### src/rtl/cmd_dispatch.sv
// ---------------------------------------------------------------------------
// cmd_dispatch
// Byte-stream command decoder between the RX FIFO (FT245 side) and the
// controller blocks. It pops an opcode plus 0-2 payload bytes, then does one of:
// write or read a settings register file, forward a 16-bit word to a busy-gated
// peripheral, or pulse one of a set of strobe lines. It also provides register
// readback, an inter-byte timeout and a saturating error counter.
//
// Opcodes (payload bytes):
//   0x01 WRITE_REG (addr, data)   0x02 READ_REG (addr)
//   0x03 WRITE_EXT (msb, lsb)     0x04 SOFT_RESET
//   0x10+k STROBE k, k < NUM_STROBES
//
// Ports:
//   clk, rst      clock; asynchronous active-high reset
//   rx_rdata      RX FIFO head byte (first-word-fall-through)
//   rx_rempty     RX FIFO empty
//   rx_hold       FT245 busy, no pop while high
//   rx_rinc       pop strobe (combinational)
//   regs          register file, reg k = regs[8k+7:8k]
//   strobe        one-hot strobe pulses, STROBE_LEN cycles wide
//   ext_data      forwarded word {msb, lsb}
//   ext_valid     ext_data valid, held until ext_ready
//   ext_ready     peripheral not busy
//   resp_data     readback {addr, data}
//   resp_avail    response valid, held until resp_accept
//   resp_accept   response taken
//   soft_rst      one-cycle pulse on SOFT_RESET
//   busy          decoder is not idle
//   err_count     saturating error counter
// ---------------------------------------------------------------------------
module cmd_dispatch #(
  parameter int                    NUM_REGS    = 4,
  parameter logic [NUM_REGS*8-1:0] REG_RST     = '0,
  parameter int                    NUM_STROBES = 4,
  parameter int                    STROBE_LEN  = 2,
  parameter int                    TIMEOUT     = 65535
) (
  input  logic                    clk,
  input  logic                    rst,
  input  logic [7:0]              rx_rdata,
  input  logic                    rx_rempty,
  input  logic                    rx_hold,
  output logic                    rx_rinc,
  output logic [NUM_REGS*8-1:0]   regs,
  output logic [NUM_STROBES-1:0]  strobe,
  output logic [15:0]             ext_data,
  output logic                    ext_valid,
  input  logic                    ext_ready,
  output logic [15:0]             resp_data,
  output logic                    resp_avail,
  input  logic                    resp_accept,
  output logic                    soft_rst,
  output logic                    busy,
  output logic [7:0]              err_count
);

  typedef enum logic [2:0] {
    S_IDLE,
    S_PAY,
    S_EXEC,
    S_WAIT_EXT,
    S_WAIT_RESP,
    S_STROBE
  } state_t;

  localparam logic [7:0] OP_WRITE_REG  = 8'h01;
  localparam logic [7:0] OP_READ_REG   = 8'h02;
  localparam logic [7:0] OP_WRITE_EXT  = 8'h03;
  localparam logic [7:0] OP_SOFT_RESET = 8'h04;

  localparam bit                     TMO_EN   = (TIMEOUT != 0);
  localparam logic [15:0]            TMO_LAST = 16'(TIMEOUT - 1);
  localparam logic [15:0]            STB_LAST = 16'(STROBE_LEN - 1);
  localparam logic [NUM_STROBES-1:0] STB_ONE  = NUM_STROBES'(1);

  state_t      state_q, state_d;
  logic [7:0]  opcode_q;
  logic [7:0]  pay0_q;       // addr or msb
  logic [7:0]  pay1_q;       // data or lsb
  logic        pay_first_q;  // next payload byte goes to pay0_q
  logic [1:0]  pay_need_q;   // payload bytes still to pop
  logic [15:0] tmo_q;        // idle cycles since the last pop
  logic [15:0] stb_cnt_q;    // strobe cycles remaining after this one

  logic        op_ok;
  logic [1:0]  op_len;
  logic        addr_ok;
  logic [7:0]  rd_byte;
  logic        tmo_hit;
  logic        err_inc;

  function automatic logic is_strobe_op(input logic [7:0] op);
    return (op[7:4] == 4'h1) && ({1'b0, op[3:0]} < 5'(NUM_STROBES));
  endfunction

  assign rx_rinc = ((state_q == S_IDLE) || (state_q == S_PAY)) && !rx_rempty && !rx_hold;
  assign busy    = (state_q != S_IDLE);
  assign addr_ok = ({1'b0, pay0_q} < 9'(NUM_REGS));
  assign tmo_hit = TMO_EN && (tmo_q == TMO_LAST);

  // Opcode decode on the FIFO head byte; only meaningful while popping in IDLE.
  // NOTE: every always_comb output gets a default before any branch so no path
  // leaves it unassigned, which would otherwise infer a latch.
  always_comb begin
    op_ok  = 1'b1;
    op_len = 2'd0;
    case (rx_rdata)
      OP_WRITE_REG,
      OP_WRITE_EXT:  op_len = 2'd2;
      OP_READ_REG:   op_len = 2'd1;
      OP_SOFT_RESET: op_len = 2'd0;
      default:       op_ok  = is_strobe_op(rx_rdata);
    endcase
  end

  // Readback mux; out-of-range addresses read as zero.
  always_comb begin
    rd_byte = 8'h00;
    for (int k = 0; k < NUM_REGS; k++) begin
      if (pay0_q == 8'(k)) rd_byte = regs[8*k +: 8];
    end
  end

  // Next state. Error sources live in mutually exclusive states, so a single
  // flag naturally counts simultaneous causes once.
  always_comb begin
    state_d = state_q;
    err_inc = 1'b0;
    case (state_q)
      S_IDLE: begin
        if (rx_rinc) begin
          if (!op_ok)             err_inc = 1'b1;
          else if (op_len == 2'd0) state_d = S_EXEC;
          else                     state_d = S_PAY;
        end
      end
      S_PAY: begin
        if (rx_rinc) begin
          if (pay_need_q == 2'd1) state_d = S_EXEC;
        end else if (tmo_hit) begin
          err_inc = 1'b1;
          state_d = S_IDLE;
        end
      end
      S_EXEC: begin
        case (opcode_q)
          OP_WRITE_REG: begin
            err_inc = !addr_ok;
            state_d = S_IDLE;
          end
          OP_READ_REG: begin
            err_inc = !addr_ok;
            state_d = S_WAIT_RESP;
          end
          OP_WRITE_EXT:  state_d = S_WAIT_EXT;
          OP_SOFT_RESET: state_d = S_IDLE;
          default:       state_d = S_STROBE;  // only strobe opcodes reach EXEC
        endcase
      end
      S_WAIT_EXT:  if (ext_ready)   state_d = S_IDLE;
      S_WAIT_RESP: if (resp_accept) state_d = S_IDLE;
      S_STROBE:    if (stb_cnt_q == 16'd0) state_d = S_IDLE;
      default:     state_d = S_IDLE;
    endcase
  end

  // NOTE: clocked state uses non-blocking assignments so every register samples
  // the pre-edge values regardless of statement order.
  always_ff @(posedge clk or posedge rst) begin
    if (rst) state_q <= S_IDLE;
    else     state_q <= state_d;
  end

  // Datapath. The register file is reset because its reset image (REG_RST) is
  // architecturally visible and restored by SOFT_RESET as well.
  always_ff @(posedge clk or posedge rst) begin
    if (rst) begin
      opcode_q    <= 8'h00;
      pay0_q      <= 8'h00;
      pay1_q      <= 8'h00;
      pay_first_q <= 1'b0;
      pay_need_q  <= 2'd0;
      tmo_q       <= 16'd0;
      stb_cnt_q   <= 16'd0;
      regs        <= REG_RST;
      strobe      <= '0;
      ext_data    <= 16'h0000;
      ext_valid   <= 1'b0;
      resp_data   <= 16'h0000;
      resp_avail  <= 1'b0;
      soft_rst    <= 1'b0;
      err_count   <= 8'h00;
    end else begin
      soft_rst <= 1'b0;
      if (err_inc && (err_count != 8'hFF)) err_count <= err_count + 8'd1;

      case (state_q)
        S_IDLE: begin
          if (rx_rinc) begin
            opcode_q    <= rx_rdata;
            pay_need_q  <= op_len;
            pay_first_q <= 1'b1;
            tmo_q       <= 16'd0;
          end
        end
        S_PAY: begin
          if (rx_rinc) begin
            if (pay_first_q) pay0_q <= rx_rdata;
            else             pay1_q <= rx_rdata;
            pay_first_q <= 1'b0;
            pay_need_q  <= pay_need_q - 2'd1;
            tmo_q       <= 16'd0;
          end else begin
            // Keeps counting while rx_hold stalls the stream.
            tmo_q <= tmo_q + 16'd1;
          end
        end
        S_EXEC: begin
          case (opcode_q)
            OP_WRITE_REG: begin
              for (int k = 0; k < NUM_REGS; k++) begin
                if (pay0_q == 8'(k)) regs[8*k +: 8] <= pay1_q;
              end
            end
            OP_READ_REG: begin
              resp_data  <= {pay0_q, rd_byte};
              resp_avail <= 1'b1;
            end
            OP_WRITE_EXT: begin
              ext_data  <= {pay0_q, pay1_q};
              ext_valid <= 1'b1;
            end
            OP_SOFT_RESET: begin
              regs     <= REG_RST;
              soft_rst <= 1'b1;
            end
            default: begin
              strobe    <= STB_ONE << opcode_q[3:0];
              stb_cnt_q <= STB_LAST;
            end
          endcase
        end
        S_WAIT_EXT:  if (ext_ready)   ext_valid  <= 1'b0;
        S_WAIT_RESP: if (resp_accept) resp_avail <= 1'b0;
        S_STROBE: begin
          if (stb_cnt_q == 16'd0) strobe    <= '0;
          else                    stb_cnt_q <= stb_cnt_q - 16'd1;
        end
        default: ;
      endcase
    end
  end

endmodule
### config.mk
export PLATFORM = sky130hd
export DESIGN_NAME = cmd_dispatch
export DESIGN_NICKNAME = d
export VERILOG_FILES = /design/src/rtl/cmd_dispatch.sv
export SDC_FILE = /design/constraint.sdc
export NUM_CORES = 1
export LEC_CHECK = 0
export ABC_AREA = 1
export CAP_MARGIN = 20
export CORE_MARGIN = 10
export CORE_UTILIZATION = 55
export DETAILED_ROUTE_END_ITERATION = 6
export PLACE_DENSITY = 0.82
export REMOVE_ABC_BUFFERS = 1
export SLEW_MARGIN = 5
export SYNTH_ARGS = -nofsm -noshare
export SYNTH_HDL_FRONTEND = slang
export SYNTH_SLANG_ARGS = --single-unit
### constraint.sdc
create_clock -name clk -period 5.08 [get_ports clk]
set_clock_uncertainty 0.05 [all_clocks]
set_input_delay 0.762 -clock clk [delete_from_list [all_inputs] [get_ports clk]]
set_output_delay 0.762 -clock clk [all_outputs]
set_load 0.1 [all_outputs]
==> results of run 1 <==
kinds of logic (layout without fill, tap and decap cells):
group	after synthesis	after routing	share of synthesized area, %
buf+inv	123	228	7.257
compound gates	121	121	9.969
simple gates	467	467	28.53
fa+ha+maj	6	6	1.078
flops	141	141	50.66
xor+xnor	20	20	2.515
flip-flops by register name, summed over array words and instances (netlist names):
name         count
ext_valid        1
strobe           4
tmo_q           16
opcode_q         8
err_count        8
resp_data       16
stb_cnt_q       16
pay1_q           8
pay_first_q      1
ext_data        16
resp_avail       1
state_q          3
pay_need_q       2
pay0_q           8
regs            32
soft_rst         1
worst reg2reg max path, stage by stage, from the launching register on:
cell	delay, ps
dfrtp_1	410
inv_2	120
nand2_1	110
nor2_4	330
inv_2	140
nor2_1	120
nand3_1	520
nand2_1	780
nand2_1	130
o21ai_1	100
how the worst max path moves through the flow:
stage	from	endpoint	slack [ps]
2_1_floorplan	rst	err_count[0]$_DFFE_PP0P_	490
3_3_place_gp	rx_rempty	rx_rinc	2090
3_5_place_dp	rx_rempty	rx_rinc	2090
4_1_cts	state_q[0]$_DFFE_PP0P_	busy	1900
5_1_grt	state_q[2]$_DFFE_PP0P_	stb_cnt_q[15]$_DFFE_PP0P_	1790
6_report	state_q[0]$_DFFE_PP0P_	busy	1930
power groups by stage:
stage	sequential (W)	clock [W]	combinational, W
finish	0.00156	0.00123	0.00221
global route	0.00159	0.00128	0.00239
CTS	0.00156	0.00124	0.00222
detailed placement	0.00157	0	0.00220
global placement	0.00156	0	0.00218
floorplan	0.00237	0	0.000869
per-layer routing:
metal,vias up,global-route usage (%)
met4,0,7.152
met3,19,5.185
met2,227,31.76
li1,2998,-
met1,2912,26.40
met5,-,0
cell type report:
cell class              count  area [um2]
fillers                  1029        3921
flip-flops and latches    141        3528
multi-input cells         614        2932
repair buffers             95       945.9
clock buffers              22       474.2
inverters                 102       387.9
well taps                 172       215.2
clock inverters             9       112.6
cells in the mapped netlist:
| cell type | number | area share, % |
|---|---|---|
| nand2_1 | 230 | 12 |
| dfrtp_1 | 141 | 51 |
| nor2_1 | 116 | 6.3 |
| inv_1 | 89 | 4.8 |
| nand3_1 | 89 | 6.4 |
| o21ai_1 | 61 | 4.4 |
| o21ai_0 | 32 | 2.3 |
| o21ai_2 | 17 | 2.1 |
| xor2_1 | 15 | 1.9 |
| inv_2 | 13 | 0.70 |
| clkbuf_1 | 10 | 0.54 |
| nor3_1 | 8 | 0.57 |
| ha_1 | 6 | 1.1 |
| buf_4 | 5 | 0.54 |
| nand4_1 | 5 | 0.45 |
| nor2_4 | 5 | 0.81 |
| xnor2_1 | 5 | 0.63 |
| nand2_2 | 4 | 0.36 |
| nor2_2 | 4 | 0.36 |
| o22ai_1 | 4 | 0.36 |
| a21oi_1 | 3 | 0.22 |
| buf_6 | 3 | 0.48 |
| buf_2 | 2 | 0.14 |
| nor3_4 | 2 | 0.47 |
| a22oi_1 | 1 | 0.11 |
| and3_1 | 1 | 0.090 |
| buf_1 | 1 | 0.054 |
| nand3b_1 | 1 | 0.11 |
| nand4_2 | 1 | 0.18 |
| nor4_1 | 1 | 0.090 |
| o211ai_1 | 1 | 0.11 |
| o21ai_4 | 1 | 0.23 |
| o22a_1 | 1 | 0.13 |
per-stage QoR:
stage / util [%] / std cells / hold WS, ps / setup slack (ps) / power, W
2_1_floorplan: - / 857 / 403.7 / 486.8 / 0.003241
3_3_place_gp: 63.98 / 1124 / 416.3 / 2086 / 0.003740
3_5_place_dp: 63.98 / 1124 / 420.5 / 2095 / 0.003775
4_1_cts: 68.67 / 1155 / 434.0 / 1902 / 0.005013
5_1_grt: 68.67 / 1155 / 450.2 / 1786 / 0.005261
6_report: 68.67 / 1155 / 432.1 / 1927 / 0.004996
==> impl_metrics.py, run 1 <==
metrics = {
    "timing": {
        "period_minus_slack_ps": 3153,
        "hold_viol_final": 0,
        "rsz0062_at_grt": "no",
        "fin_crit_sh_pct": 62.06,
        "maxSlewViolCount": 0,
        "max_freq_mhz": 317.2,
        "tns_ps": 0,
        "tightestPinTransition_ps": 1035,
        "setup_viol": 0,
        "slew_headroom_pct": 30.77,
    },
    "synth": {
        "syn_inst": 878,
        "synth_warnings": 0,
        "ys_seq_area_share_pct": 50.66,
        "synthesis.area_um2": 6965,
        "ys_seq_elements": 141,
        "synth_cell_types": 33,
        "avgSynthCellArea_um2": 7.933,
    },
    "place": {
        "place_hpwl_mm": 11.93,
        "placed_cell_area_um2": 8009,
        "place.port_buffers": 94,
        "place_congestion": 0.8859,
    },
    "global_routing": {
        "grt_antenna_before_repair": 0,
        "grt_pass1_vias": 6086,
        "overflow": 0,
        "grt_first_pass_wirelength_mm": 29.55,
        "grt.total_usage_pct": 20.18,
        "grt_max_degree": 110,
    },
    "route": {
        "dr.pass1.iters": 5,
        "vias": 6156,
        "drt-total-wl_mm": 17.22,
        "wl_met3_mm": 1.212,
        "routed-wl-met2_mm": 8.074,
        "highest_layer": "met4",
        "viasPerCell": 5.330,
        "drt-met1-wl_mm": 7.704,
        "wl_per_cell_um": 14.91,
        "ant_nets": 0,
        "drcViolationCount": 0,
        "drtIter0Drc": 545,
    },
    "power": {
        "p_leak_nw": 4.051,
        "p_comb_share_pct": 44.3,
        "clockPowerShare_pct": 24.6,
        "power_frac_seq_pct": 31.2,
        "power.internal_w": 0.002646,
        "ir_drop_uv": 457.2,
        "switching_share_pct": 47.05,
        "power_density_nw_per_um2": 581.3,
        "switchingPower_w": 0.002351,
    },
    "clocking": {
        "htreeDepth": 4,
        "numCtsBuffers": 17,
        "cts-root-buf": "clkbuf_16",
        "clk_latency_ps": 420,
        "cts_buffer_depth": 2,
        "cts_tree": "yes",
        "cts_hold_buf": 0,
        "post_cts_buffers": 0,
        "clock-sinks": 141,
        "clk_pin_slew_worst_paths_ps": 50,
        "cts_resized": 0,
    },
    "floorplanning": {
        "dieWidth_um": 132.5,
        "num_io_pins": 95,
        "dieHeight_um": 132.5,
        "core_area_um2": 12520,
        "start_util_pct": 55.65,
        "num_rows": 41,
        "dieArea_um2": 17570,
    },
    "min_path": {
        "hp-start": "ext_valid$_DFFE_PP0P_",
        "holdPathEnd": "ext_valid$_DFFE_PP0P_",
        "hp-class": "register to register",
        "whs_path_depth": 2,
    },
    "finish": {
        "layout_common_cells": "nand2_1, dfrtp_1, nor2_1, clkdlybuf4s50_1, nand3_1",
        "fin_area_um2": 8596,
        "final_common_cell": "nand2_1",
        "finalNetCount": 991,
        "diodes": 0,
        "drive_gt1_share_pct": 8.037,
        "area_growth_pct": 23.41,
    },
    "worst_setup_path": {
        "critPathSlowestCell": "clkdlybuf4s50_1",
        "crit_buf_inv": 1,
        "critical_path_depth": 3,
        "cp_max_fo": 4,
        "worstPathCellList": "nor2_1 -> nand2_1 -> clkdlybuf4s50_1",
        "worstSetupPathType": "register to output port",
        "r2r_cells": 9,
        "crit_path_end_kind": "output port",
        "timing.rr.end": "stb_cnt_q[8]$_DFFE_PP0P_",
        "slowest_delay_ps": 1190,
        "rrSetupSlack_ps": 2180,
        "crit_arrival_ps": 2340,
        "cp.required_ps": 4270,
        "cp_top_family": "buffers and inverters",
        "cp-start-kind": "register",
        "rr_startpoint": "state_q[2]$_DFFE_PP0P_",
    },
    "run_status": {
        "status": "finished clean",
    },
    "job": {
        "drv_cap": 0,
    },
}
Power figures use the tool's default switching activity.
==> inputs of run 2 (changes only) <==
--- a/config.mk
+++ b/config.mk
@@ -8,9 +8,9 @@
 export ABC_AREA = 1
 export CAP_MARGIN = 20
 export CORE_MARGIN = 10
-export CORE_UTILIZATION = 55
+export CORE_UTILIZATION = 50
 export DETAILED_ROUTE_END_ITERATION = 6
-export PLACE_DENSITY = 0.82
+export PLACE_DENSITY = 0.79
 export REMOVE_ABC_BUFFERS = 1
 export SLEW_MARGIN = 5
 export SYNTH_ARGS = -nofsm -noshare
==> constraint.sdc (replaced) <==
create_clock -name clk -period 2.6 [get_ports clk]
set_clock_uncertainty 0.05 [all_clocks]
set_input_delay 0.39 -clock clk [delete_from_list [all_inputs] [get_ports clk]]
set_output_delay 0.39 -clock clk [all_outputs]
set_load 0.1 [all_outputs]
==> impl_metrics.py, run 2 (synthesis gave the netlist of run 1 again) <==
metrics = {
    "run_status": {
        "status": "finished clean",
    },
    "finish": {
        "layout_common_cells": "nand2_1, dfrtp_1, nor2_1, buf_4, nand3_1",
        "diodes": 0,
        "largest_register_ff_count": 32,
        "nFillCells": 1243,
        "final_common_cell": "nand2_1",
        "finalNetCount": 1007,
        "multi_input_area_um2": 2932,
        "area.sequential_um2": 3528,
        "area_growth_pct": 23.41,
        "drive_gt1_share_pct": 17.54,
        "fin_cells": 1178,
        "regMostFlops": "regs",
    },
    "floorplanning": {
        "dieHeight_um": 138.0,
        "dieArea_um2": 19050,
        "num_io_pins": 95,
        "core_area_um2": 13770,
        "start_util_pct": 50.57,
        "num_rows": 43,
        "dieWidth_um": 138.0,
    },
    "worst_setup_path": {
        "slowest_delay_ps": 430,
        "crit_path_end_kind": "output port",
        "worstSetupPathType": "input port to output port",
        "crit_arrival_ps": 1790,
        "critPathSlowestCell": "clkdlybuf4s50_1",
        "worstPathCellList": "clkdlybuf4s50_1 -> nor2_1 -> nand3_1 -> inv_2 -> buf_12",
        "cp_max_fo": 6,
        "cp.required_ps": 2160,
        "cp-start-kind": "input port",
    },
    "place": {
        "place.port_buffers": 94,
        "pre_cts_slack_ps": 147.2,
        "place_hpwl_mm": 12.79,
        "placed_cells": 1148,
        "place_congestion": 0.9007,
    },
    "power": {
        "design_power_total_w": 0.009969,
        "power_density_nw_per_um2": 1160,
        "ir_drop_uv": 930.5,
        "p_leak_nw": 4.320,
    },
    "route": {
        "vias": 6100,
        "drtIter0Drc": 440,
        "viasPerCell": 5.178,
        "wl_per_cell_um": 15.05,
        "drcViolationCount": 0,
        "ant_nets": 0,
        "dr.pass1.iters": 5,
        "drt-total-wl_mm": 17.73,
    },
    "timing": {
        "period_minus_slack_ps": 2230,
        "setup_viol": 0,
        "rsz0062_at_grt": "no",
        "maxSlewViolCount": 0,
        "fin_crit_sh_pct": 85.77,
        "slew_headroom_pct": 47.33,
        "tightestPinTransition_ps": 789.9,
        "max_freq_mhz": 448.4,
        "whs_ps": 359.2,
        "hold_viol_final": 0,
        "tns_ps": 0,
        "finalWorstSetupSlack_ps": 370.0,
    },
    "global_routing": {
        "grt_max_degree": 59,
        "grt_first_pass_wirelength_mm": 29.61,
        "grt_pass1_vias": 5825,
        "grt.total_usage_pct": 18.60,
        "grt_antenna_before_repair": 0,
        "overflow": 0,
    },
    "clocking": {
        "cts_hold_buf": 0,
        "cts_resized": 0,
        "post_cts_buffers": 0,
        "clock-sinks": 141,
        "numCtsBuffers": 17,
        "clk_pin_slew_worst_paths_ps": 50,
        "cts-root-buf": "clkbuf_16",
        "htreeDepth": 4,
        "cts_tree": "yes",
        "clk_latency_ps": 420,
        "cts_buffer_depth": 2,
    },
    "job": {
        "drv_cap": 0,
    },
    "min_path": {
        "hp-class": "input port to async pin",
    },
}
-- run 2: changes by cell type in the layout (fill, tap and decap cells not counted), sizes merged --
cell	before	now
bufinv	2	4
inv	102	103
buf	2	98
clkdlybuf4s50	93	13
clkbuf	22	20
clkinvlp	4	2
-- run 2: report_power, final --
group	internal, W	leakage (nW)	switching [W]
registers	0.00267	1.92	0.000397
logic	0.00102	2.10	0.00332
clock network	0.00164	0.298	0.000923
total	0.00533	4.32	0.00464
-- run 2: metal layers --
layer	routed length (um)	part of all wire, %	vias to the layer above	GRT usage (%)
met5	0	0	-	0
met4	297	1.7	0	5.993
met3	1181	6.7	27	5.103
met2	8138	46	194	28.92
met1	8112	46	2850	24.57
li1	-	-	3029	-
-- run 2: per-stage QoR --
stage,util [%],area [um2]
2_1_floorplan,-,6843
6_report,62.41,8596
3_3_place_gp,57.91,7976
4_1_cts,62.41,8596
5_1_grt,62.41,8596
3_5_place_dp,57.91,7976
-- run 2: worst paths after layout --
kind,start,to,slack (ps),cells past startpoint
min in group clk,ext_valid$_DFFE_PP0P_,ext_valid$_DFFE_PP0P_,430,2
setup / recovery,rx_rempty,rx_rinc,370,5
hold / removal,rst,resp_data[14]$_DFFE_PP0P_,360,2
hold reg to reg,ext_valid$_DFFE_PP0P_,ext_valid$_DFFE_PP0P_,430,2
max in group asynchronous,rst,regs[12]$_DFFE_PP0P_,1510,3
setup reg to reg,state_q[2]$_DFFE_PP0P_,err_count[4]$_DFFE_PP0P_,510,11
-- run 2: area by class of cell --
| type | count | share of cell area [%] |
|---|---|---|
| Clock inverter | 10 | 1.892 |
| Tap cell | 180 | 2.620 |
| Multi-Input combinational cell | 614 | 34.10 |
| Timing Repair Buffer | 111 | 10.51 |
| Sequential cell | 141 | 41.05 |
| Inverter | 102 | 4.512 |
| Clock buffer | 20 | 5.313 |
-- run 2: critical path: cells and delay by family --
family | cells | cell delay (ps)
buffers and inverters | 3 | 820
and+or+nand+nor | 2 | 580
